<file path="config.mk">
export PLATFORM = sky130hd
export DESIGN_NAME = result_writeback
export DESIGN_NICKNAME = d
export VERILOG_FILES = /design/src/rtl/result_writeback_pkg.sv /design/src/rtl/result_writeback_wb_requant.sv /design/src/rtl/result_writeback.sv
export SDC_FILE = /design/constraint.sdc
export NUM_CORES = 1
export LEC_CHECK = 0
export ABC_AREA = 1
export BUFFER_PORTS_ARGS = -buffer_cell sky130_fd_sc_hd__clkbuf_2
export CORE_UTILIZATION = 50
export CTS_CLUSTER_SIZE = 14
export DETAILED_ROUTE_END_ITERATION = 10
export PLACE_DENSITY = 0.7
export SLEW_MARGIN = 20
export SYNTH_ARGS = -nofsm -noshare
export SYNTH_HDL_FRONTEND = slang
export SYNTH_SLANG_ARGS = --single-unit
export TNS_END_PERCENT = 30
</file>
<file path="constraint.sdc">
create_clock -name clk -period 7.3 [get_ports clk]
set_input_delay 0.365 -clock clk [delete_from_list [all_inputs] [get_ports clk]]
set_output_delay 0.365 -clock clk [all_outputs]
set_load 0.01 [all_outputs]
</file>
<file path="src/rtl/result_writeback_pkg.sv">
// Shared types and helpers for the result writeback block.
// Build option: WB_ROUND_EN enables round-half-up requantisation.
package result_writeback_pkg;

   typedef enum logic [1:0] {
      IDLE,
      RUN,
      WRITE,
      DONE
   } wb_state_t;

   function automatic int lane_lo(input int lane, input int width);
      return lane * width;
   endfunction

   function automatic longint sat_max(input int dw);
      return (longint'(1) << (dw - 1)) - 1;
   endfunction

   function automatic longint sat_min(input int dw);
      return -(longint'(1) << (dw - 1));
   endfunction

   localparam int     DEF_DATA_WIDTH = 8;
   localparam longint SAT_MAX = sat_max(DEF_DATA_WIDTH);
   localparam longint SAT_MIN = sat_min(DEF_DATA_WIDTH);

endpackage

</file>
<file path="src/rtl/result_writeback_wb_requant.sv">
// One-lane requantiser: shift, optional rounding, ReLU, saturation.
// Build option: WB_ROUND_EN adds 2^(shift-1) before the shift.
module wb_requant
   import result_writeback_pkg::*;
#(
   parameter int ACC_WIDTH   = 32,
   parameter int DATA_WIDTH  = 8,
   parameter int SHIFT_WIDTH = 5
) (
   input  logic signed [ACC_WIDTH-1:0]   acc,
   input  logic        [SHIFT_WIDTH-1:0] shift,
   input  logic                          relu,
   output logic        [DATA_WIDTH-1:0]  q
);

   localparam int EW = ACC_WIDTH + 1;
   localparam logic signed [EW-1:0] SMAX = EW'(sat_max(DATA_WIDTH));
   localparam logic signed [EW-1:0] SMIN = EW'(sat_min(DATA_WIDTH));

   logic signed [EW-1:0] ext;
   logic signed [EW-1:0] rnd;
   logic signed [EW-1:0] s;

   always_comb begin
      ext = {acc[ACC_WIDTH-1], acc};
      rnd = '0;
`ifdef WB_ROUND_EN
      if (shift != '0) rnd = EW'(1) << (shift - 1'b1);
`endif
      // extra headroom bit keeps the rounding add from overflowing
      s = (ext + rnd) >>> shift;
      if (relu && s < 0) s = '0;
      if (s > SMAX)      q = SMAX[DATA_WIDTH-1:0];
      else if (s < SMIN) q = SMIN[DATA_WIDTH-1:0];
      else               q = s[DATA_WIDTH-1:0];
   end

endmodule

</file>
<file path="src/rtl/result_writeback.sv">
// Accepts LANES accumulator results per beat, requantises, writes serially.
// Build option: WB_ROUND_EN selects rounding requantisation.
module result_writeback
   import result_writeback_pkg::*;
#(
   parameter int LANES       = 4,
   parameter int ACC_WIDTH   = 32,
   parameter int DATA_WIDTH  = 8,
   parameter int ADDR_WIDTH  = 16,
   parameter int KCNT_WIDTH  = 8,
   parameter int SHIFT_WIDTH = 5
) (
   input  logic                         clk,
   input  logic                         rst,
   input  logic                         start,
   input  logic [ADDR_WIDTH-1:0]        cfg_base_addr,
   input  logic [ADDR_WIDTH-1:0]        cfg_o_feature_size,
   input  logic [KCNT_WIDTH-1:0]        cfg_num_kernels,
   input  logic [SHIFT_WIDTH-1:0]       cfg_shift,
   input  logic                         cfg_relu,
   input  logic                         in_valid,
   output logic                         in_ready,
   input  logic [LANES*ACC_WIDTH-1:0]   in_data,
   output logic                         mem_we,
   output logic [ADDR_WIDTH-1:0]        mem_addr,
   output logic [DATA_WIDTH-1:0]        mem_wdata,
   input  logic                         mem_gnt,
   output logic                         busy,
   output logic                         done
);

   localparam int LW  = $clog2(LANES + 1);
   localparam int LIW = (LANES > 1) ? $clog2(LANES) : 1;
   localparam int AW1 = ADDR_WIDTH + 1;

   wb_state_t              state;
   logic [ADDR_WIDTH-1:0]  base_r;
   logic [ADDR_WIDTH-1:0]  fs_r;
   logic [ADDR_WIDTH-1:0]  p_r;
   logic [ADDR_WIDTH-1:0]  kfs_r;
   logic [KCNT_WIDTH-1:0]  nk_r;
   logic [KCNT_WIDTH-1:0]  k_r;
   logic [SHIFT_WIDTH-1:0] shift_r;
   logic                   relu_r;
   logic [LIW-1:0]         lane_r;
   logic [LW-1:0]          n_r;
   logic [DATA_WIDTH-1:0]  q_r [LANES];
   logic [DATA_WIDTH-1:0]  q_c [LANES];

   logic                   last_lane;
   logic                   last_k;
   logic                   grp_end;
   logic                   beat_end;
   logic                   layer_end;
   logic                   accept;
   logic [ADDR_WIDTH-1:0]  p_nxt;
   logic [ADDR_WIDTH-1:0]  p_acc;
   logic [ADDR_WIDTH-1:0]  rem;
   logic [LW-1:0]          n_acc;

   for (genvar i = 0; i < LANES; i++) begin : g_lane
      wb_requant #(
         .ACC_WIDTH  (ACC_WIDTH),
         .DATA_WIDTH (DATA_WIDTH),
         .SHIFT_WIDTH(SHIFT_WIDTH)
      ) u_rq (
         .acc  (in_data[lane_lo(i, ACC_WIDTH) +: ACC_WIDTH]),
         .shift(shift_r),
         .relu (relu_r),
         .q    (q_c[i])
      );
   end

   always_comb begin
      last_lane = (LW'(lane_r) == n_r - 1'b1);
      last_k    = (k_r == nk_r - 1'b1);
      grp_end   = ({1'b0, p_r} + AW1'(LANES)) >= {1'b0, fs_r};
      beat_end  = (state == WRITE) && mem_gnt && last_lane;
      layer_end = beat_end && last_k && grp_end;
      p_nxt     = last_k ? p_r + ADDR_WIDTH'(LANES) : p_r;
      // a beat taken on the final grant belongs to the next kernel/group
      p_acc     = (state == WRITE) ? p_nxt : p_r;
      rem       = fs_r - p_acc;
      n_acc     = (rem >= ADDR_WIDTH'(LANES)) ? LW'(LANES) : LW'(rem);
      in_ready  = (state == RUN) || (beat_end && !layer_end);
      accept    = in_valid && in_ready;
      mem_we    = (state == WRITE);
      mem_addr  = base_r + kfs_r + p_r + ADDR_WIDTH'(lane_r);
      mem_wdata = q_r[lane_r];
   end

   always_ff @(posedge clk or posedge rst) begin
      if (rst) begin
         state   <= IDLE;
         base_r  <= '0;
         fs_r    <= '0;
         p_r     <= '0;
         kfs_r   <= '0;
         nk_r    <= '0;
         k_r     <= '0;
         shift_r <= '0;
         relu_r  <= 1'b0;
         lane_r  <= '0;
         n_r     <= '0;
         busy    <= 1'b0;
         done    <= 1'b0;
         for (int i = 0; i < LANES; i++) q_r[i] <= '0;
      end else begin
         done <= 1'b0;
         unique case (state)
            IDLE: begin
               if (start) begin
                  base_r  <= cfg_base_addr;
                  fs_r    <= cfg_o_feature_size;
                  nk_r    <= cfg_num_kernels;
                  shift_r <= cfg_shift;
                  relu_r  <= cfg_relu;
                  k_r     <= '0;
                  p_r     <= '0;
                  kfs_r   <= '0;
                  if (cfg_num_kernels == '0 ||
                      cfg_o_feature_size == '0) begin
                     state <= DONE;
                  end else begin
                     state <= RUN;
                     busy  <= 1'b1;
                  end
               end
            end
            RUN: begin
               if (accept) begin
                  for (int i = 0; i < LANES; i++) q_r[i] <= q_c[i];
                  lane_r <= '0;
                  n_r    <= n_acc;
                  state  <= WRITE;
               end
            end
            WRITE: begin
               if (mem_gnt) begin
                  if (!last_lane) begin
                     lane_r <= lane_r + 1'b1;
                  end else begin
                     p_r <= p_nxt;
                     if (last_k) begin
                        k_r   <= '0;
                        kfs_r <= '0;
                     end else begin
                        k_r   <= k_r + 1'b1;
                        kfs_r <= kfs_r + fs_r;
                     end
                     if (layer_end) begin
                        state <= DONE;
                        busy  <= 1'b0;
                     end else if (accept) begin
                        for (int i = 0; i < LANES; i++) q_r[i] <= q_c[i];
                        lane_r <= '0;
                        n_r    <= n_acc;
                     end else begin
                        state <= RUN;
                     end
                  end
               end
            end
            DONE: begin
               done  <= 1'b1;
               state <= IDLE;
            end
            default: state <= IDLE;
         endcase
      end
   end

endmodule

</file>
**After elaboration in Yosys (flattened, before gate mapping)**

Cells that the tools add are included.

- Flip-flop bits (word level): 127
- Input bits: 179
- Output and inout port bits: 28
- Word-level logic and storage cells: 147

- Add/subtract/negate cells: 11
- $lt $le $gt $ge: 15
- Equality and inequality tests: 14
- Shift operators: 4
- Multiplexer cells: 61
- Bitwise operators: 1
- Reduce and logical (&&, ||, !) cells: 24

Operators by type and width:

| kind | number |
|---|---|
| 33-bit by 8-bit > comparator with 1-bit output (second input constant) | 4 |
| 33-bit by 1-bit < comparator with 1-bit output (second input constant) | 4 |
| 33-bit by 8-bit < comparator with 1-bit output (second input constant) | 4 |
| 33-bit 2-to-1 mux | 4 |
| 32-bit by 5-bit >>> shifter with 33-bit output | 4 |
| 16-bit 2-to-1 mux | 8 |
| 32-bit 2-to-1 mux | 4 |
| 8-bit 2-to-1 mux | 14 |
| 16-bit case mux with 2 select lines | 2 |
| 32-bit case mux with 2 select lines | 1 |
| 16-bit adder | 3 |
| 2-bit 2-to-1 mux | 11 |
| 16-bit by 3-bit adder with 17-bit output (second input constant) | 1 |
| 17-bit by 16-bit >= comparator with 1-bit output | 1 |
| 16-bit by 2-bit adder with 16-bit output | 1 |
| 16-bit by 3-bit adder with 16-bit output (second input constant) | 1 |
| 8-bit binary-select mux with 2-bit select | 1 |
| 16-bit by 3-bit >= comparator with 1-bit output (second input constant) | 1 |
| 16-bit zero test | 1 |
| 8-bit case mux with 2 select lines | 1 |
| 16-bit subtractor | 1 |
| 3-bit 2-to-1 mux | 5 |
| 1-bit logical AND | 10 |
| 8-bit by 1-bit adder with 8-bit output (second input constant) | 1 |
| 27 further kinds | 42 |

**Logic depth before layout (Yosys ltp)**

- Word-level depth: 14
- Gate-level depth with buffers: 29
- Depth with buffers taken out: 28

**Hierarchy**

Synthesis repeated with hierarchy kept, for this count alone.

- Cells, all modules: 3,027
- Area total of the unflattened synthesis: 18,761.7 sq um

By module, submodules not included:

| module | instances | cells each | area an instance (sq um) | sequential area each (sq um) |
|---|---|---|---|---|
| wb_requant | 4 | 466 | 2,421.1 | 0.0 |
| result_writeback | 1 | 1,163 | 9,077.5 | 3,128.0 |

**Worst setup path after synthesis**

No wires, ideal clock.

- Path kind: register -> register
- Start: register nk_r[0]
- End: register n_r[2]
- Library setup time: 0.115 ns
- Arrival: 3.600 ns
- Required time: 7.185 ns
- Slack: 3.584 ns
- Stages on the path, launching flop included: 27
- Buffers on the path: 1
- Clock period less this slack: 3.716 ns
- Cells stage by stage: dfrtp_1 inv_1 ha_1 nand2_1 inv_1 nor3_1 nand3_1 nor3b_2 nand3_1 inv_1 buf_2 nand2_1 o21ai_0 inv_1 ha_1 a21o_1 a21oi_1 nand2_1 a21boi_0 or2_2 nand3_1 nor2_1 nand4_1 nor2_1 nand2_1 nor2_1 nor2_1

- Longest elaborated chain between the ends: 13
- Elaborated cells on any way between the ends: 20
- Those cells by class: 2 x add/sub; 1 x order compare; 2 x eq/ne; 8 x mux; 7 x reduce/logical

RTL lines:

| element | RTL line | text |
|---|---|---|
| start, declared | result_writeback.sv:41 | `logic [KCNT_WIDTH-1:0] nk_r;` |
| start signal, assigned | result_writeback.sv:115 | `nk_r <= cfg_num_kernels;` |
| 8-bit by 1-bit subtractor with 8-bit output (*) | result_writeback.sv:76 | `last_k = (k_r == nk_r - 1'b1);` |
| 8-bit == test (*) | result_writeback.sv:76 |  |
| branches (longest 11 deep; another with 16-bit subtractor) | n/a |  |
| end signal, assigned | result_writeback.sv:134 | `n_r <= n_acc;` |
| end signal, assigned | result_writeback.sv:157 | `n_r <= n_acc;` |
| end, declared | result_writeback.sv:46 | `logic [LW-1:0] n_r;` |

Mark *: on every way between the ends. The select of a mux whose other input is x is not followed.
A chain may end at the register's enable or synchronous reset.

**Worst setup path after layout**

Ends and elaborated chain as after synthesis.

==> impl_metrics.py <==
metrics = {
    "status": {
        "status": "complete, no violations",
    },
    "worst_setup_path": {
        "end_kind": "register",
        "rr_worst_depth": 26,
        "rr_endpoint": "n_r[2]",
        "worst-path-buf-inv": 4,
        "critPathTopFamily": "simple AND/OR/NAND/NOR gates",
        "startpoint_type": "register",
        "critPathRequiredTime_ns": 7.62,
        "rrSetupSlack_ns": 2.65,
        "crit_fanout": 25,
        "cp_data_arrival_time_ns": 4.96,
        "crit_path_start": "nk_r[0]",
        "crit_slowest_cell": "inv_1",
        "crit_cells": 26,
        "cp-endpoint": "n_r[2]",
        "reg2reg_from": "nk_r[0]",
        "setup.worst_path.class": "reg2reg",
        "worst_path_largest_cell_delay_ns": 0.50,
    },
    "placement": {
        "placed_area_sq_um": 17900,
        "numPlacedInstances": 3416,
        "port_buffers": 206,
        "detailed_place_hpwl_um": 44700,
        "gp_congestion": 0.950,
        "preCtsSetupSlack_ns": 2.72,
    },
    "cells_and_area": {
        "fin_cells": 3447,
        "final_common_cell": "nand2_1",
        "nets": 3264,
        "drive_gt1_share_pct": 10.7,
        "nFillCells": 3470,
        "most-common-layout-cells": "nand2_1 (1,036), nand3_1 (504), clkbuf_2 (206)",
        "synthToLayoutAreaGrowth_pct": 9.12,
        "final_core_utilization_pct": 55.4,
        "diodes": 0,
        "final_design_area_no_fill_sq_um": 18500,
    },
    "yosys": {
        "synth_compound_area_share_pct": 14.0,
        "synth_fp_nets": 3182,
        "syn-instance-count": 2905,
        "synth_top_family_by_area": "simple AND/OR/NAND/NOR gates",
        "synth_ff_type": "dfrtp_1",
        "synth_cell_types": 65,
        "yosysTopAreaCellShare_pct": 22.9,
        "synth_area_leaders": "nand2_1 (23%), dfrtp_1 (18%), nand3_1 (15%)",
        "synthAdderAreaFrac_pct": 7.93,
        "synth_area_sq_um": 17000,
        "synth_top_area_cell": "nand2_1",
        "avgSynthCellArea_sq_um": 5.85,
        "synth.area.mux_share_pct": 1.44,
        "synth_edf_count": 0,
        "yosys_warnings": 0,
        "synth_simple_gate_area_share_pct": 45.7,
        "async_flop_share_pct": 100,
        "ys_seq_area_share_pct": 18.4,
        "synth_seq_cells": 125,
        "synth_xor_area_share_pct": 3.15,
    },
    "clocking": {
        "cts_root_buf": "clkbuf_16",
        "cts_inserted_buffers": 17,
        "clk_pin_slew_ns": 0.06,
        "cts.path.max_buffers": 2,
        "h-tree-depth": 4,
        "cts_tree": "built",
        "ctsHoldBuffers": 0,
        "cts_sinks": 125,
        "clk_latency_ns": 0.42,
        "cts_setup_buffers": 0,
        "ctsResizeCount": 0,
    },
    "pwr": {
        "switching_share_pct": 58.0,
        "power_frac_seq_pct": 14.5,
        "p_int_mw": 3.70,
        "ir_drop_mv": 0.393,
        "p_comb_share_pct": 74.9,
        "p_leak_nw": 9.67,
        "total_power_mw": 8.80,
        "powerDensity_nw_per_um2": 475,
        "switchingPower_mw": 5.10,
        "pwr-share-clk_pct": 10.6,
    },
    "routing": {
        "vias_per_cell": 5.71,
        "wl_per_cell_um": 16.7,
        "drcViolationCount": 0,
        "firstDrtPassIters": 7,
        "routed_wl_um": 57600,
        "antenna_left": 0,
        "routed-via-count": 19700,
        "drt_iter0_markers": 1647,
    },
    "floorplanning": {
        "dieArea_sq_um": 34700,
        "initial_utilization_pct": 50.8,
        "rows": 67,
        "ioPinCount": 207,
        "die_w_um": 186,
        "core_area_sq_um": 33400,
        "die_h_um": 186,
    },
    "timing": {
        "fin_setup_tns_ns": 0,
        "grt_setup_unrepaired": "false",
        "relSlewSlack_pct": 34.9,
        "tightest_slew_ns": 0.976,
        "period_share_pct": 63.7,
        "whs_ns": 0.0261,
        "worst_slack_ns": 2.65,
        "slew_violations": 0,
        "period_minus_slack_ns": 4.65,
        "hold_viol": 0,
        "setup_viol": 0,
        "max_freq_mhz": 215,
        "skew_ns": 0.0118,
    },
    "global_routing": {
        "antenna_found_initial": 0,
        "first_global_vias": 17800,
        "overflow": 0,
        "grt_first_pass_wirelength_um": 91000,
        "grt_usage_pct": 33.2,
        "grt_max_degree": 118,
    },
    "job": {
        "max_cap_viol_count": 0,
    },
    "hold_path": {
        "min_path_type": "in2async",
    },
}
worst reg2reg max path, delay by kind of cell, from the launching register on:
family / cells / cell delay (ns)
simple gates: 16 / 2.02
compound gates: 4 / 0.83
buf+inv: 4 / 0.75
fa+ha+maj: 2 / 0.59
flops: 1 / 0.37
flip-flops by register name (all words and copies together) (netlist names), 2 cells and up:
signal / flops
lane_r: 2
base_r: 16
p_r: 14
fs_r: 16
shift_r: 5
q_r: 32
state: 2
k_r: 8
kfs_r: 16
nk_r: 8
n_r: 3
final cells by class:
cell class	instances	area, sq um	area share, %
inverters	199	764	4.13
repair buffers	222	1150	6.21
clock inverters	11	191	1.03
clock buffers	20	447	2.41
multi-input cells	2422	12300	66.2
flip-flops and latches	125	3140	17.0
well taps	448	561	3.03
cell usage after synthesis (all sizes together) (23+ instances only):
| master | instances |
|---|---|
| buf | 111 |
| dfrtp | 125 |
| clkbuf | 48 |
| inv | 198 |
| xor2 | 38 |
| nand2 | 1043 |
| a21oi | 151 |
| nand3 | 506 |
| o21ai | 167 |
| nor2 | 184 |
| xnor2 | 23 |
| ha | 82 |
| and2 | 27 |
worst min path at each step:
stage	startpoint	end	slack, ns
2_1_floorplan	q_r[0]	q_r[0]	0.44
3_5_place_dp	q_r[5]	q_r[5]	0.46
5_1_grt	rst	shift_r[0]	0.08
4_1_cts	rst	shift_r[0]	0.05
3_3_place_gp	q_r[1]	q_r[1]	0.46
6_report	rst	shift_r[0]	0.03
power by group through the flow:
stage	clock network (mW)	logic, mW	registers [mW]
detailed placement	0	6.44	1.28
finish	0.936	6.59	1.28
global route	0.973	7.40	1.31
floorplan	0	5.07	1.08
global placement	0	6.38	1.28
CTS	0.947	6.48	1.27
kinds of logic after synthesis:
family                   Yosys count
flip-flops                       125
multiplexers                      22
AND/OR/NAND/NOR                 1824
XOR/XNOR                          61
AO/OA/AOI/OAI                    415
adder cells (fa/ha/maj)           98
buffers and inverters            358
other                              2
routing by layer:
layer	vias to the layer above	GRT usage, %	routed length [um]
met5	-	0	0
met4	0	11.3	1820
met3	115	3.82	3950
met2	741	52.9	25500
met1	9071	46.5	26300
li1	9755	-	-
No activity file was read; power rests on OpenSTA's default activity.
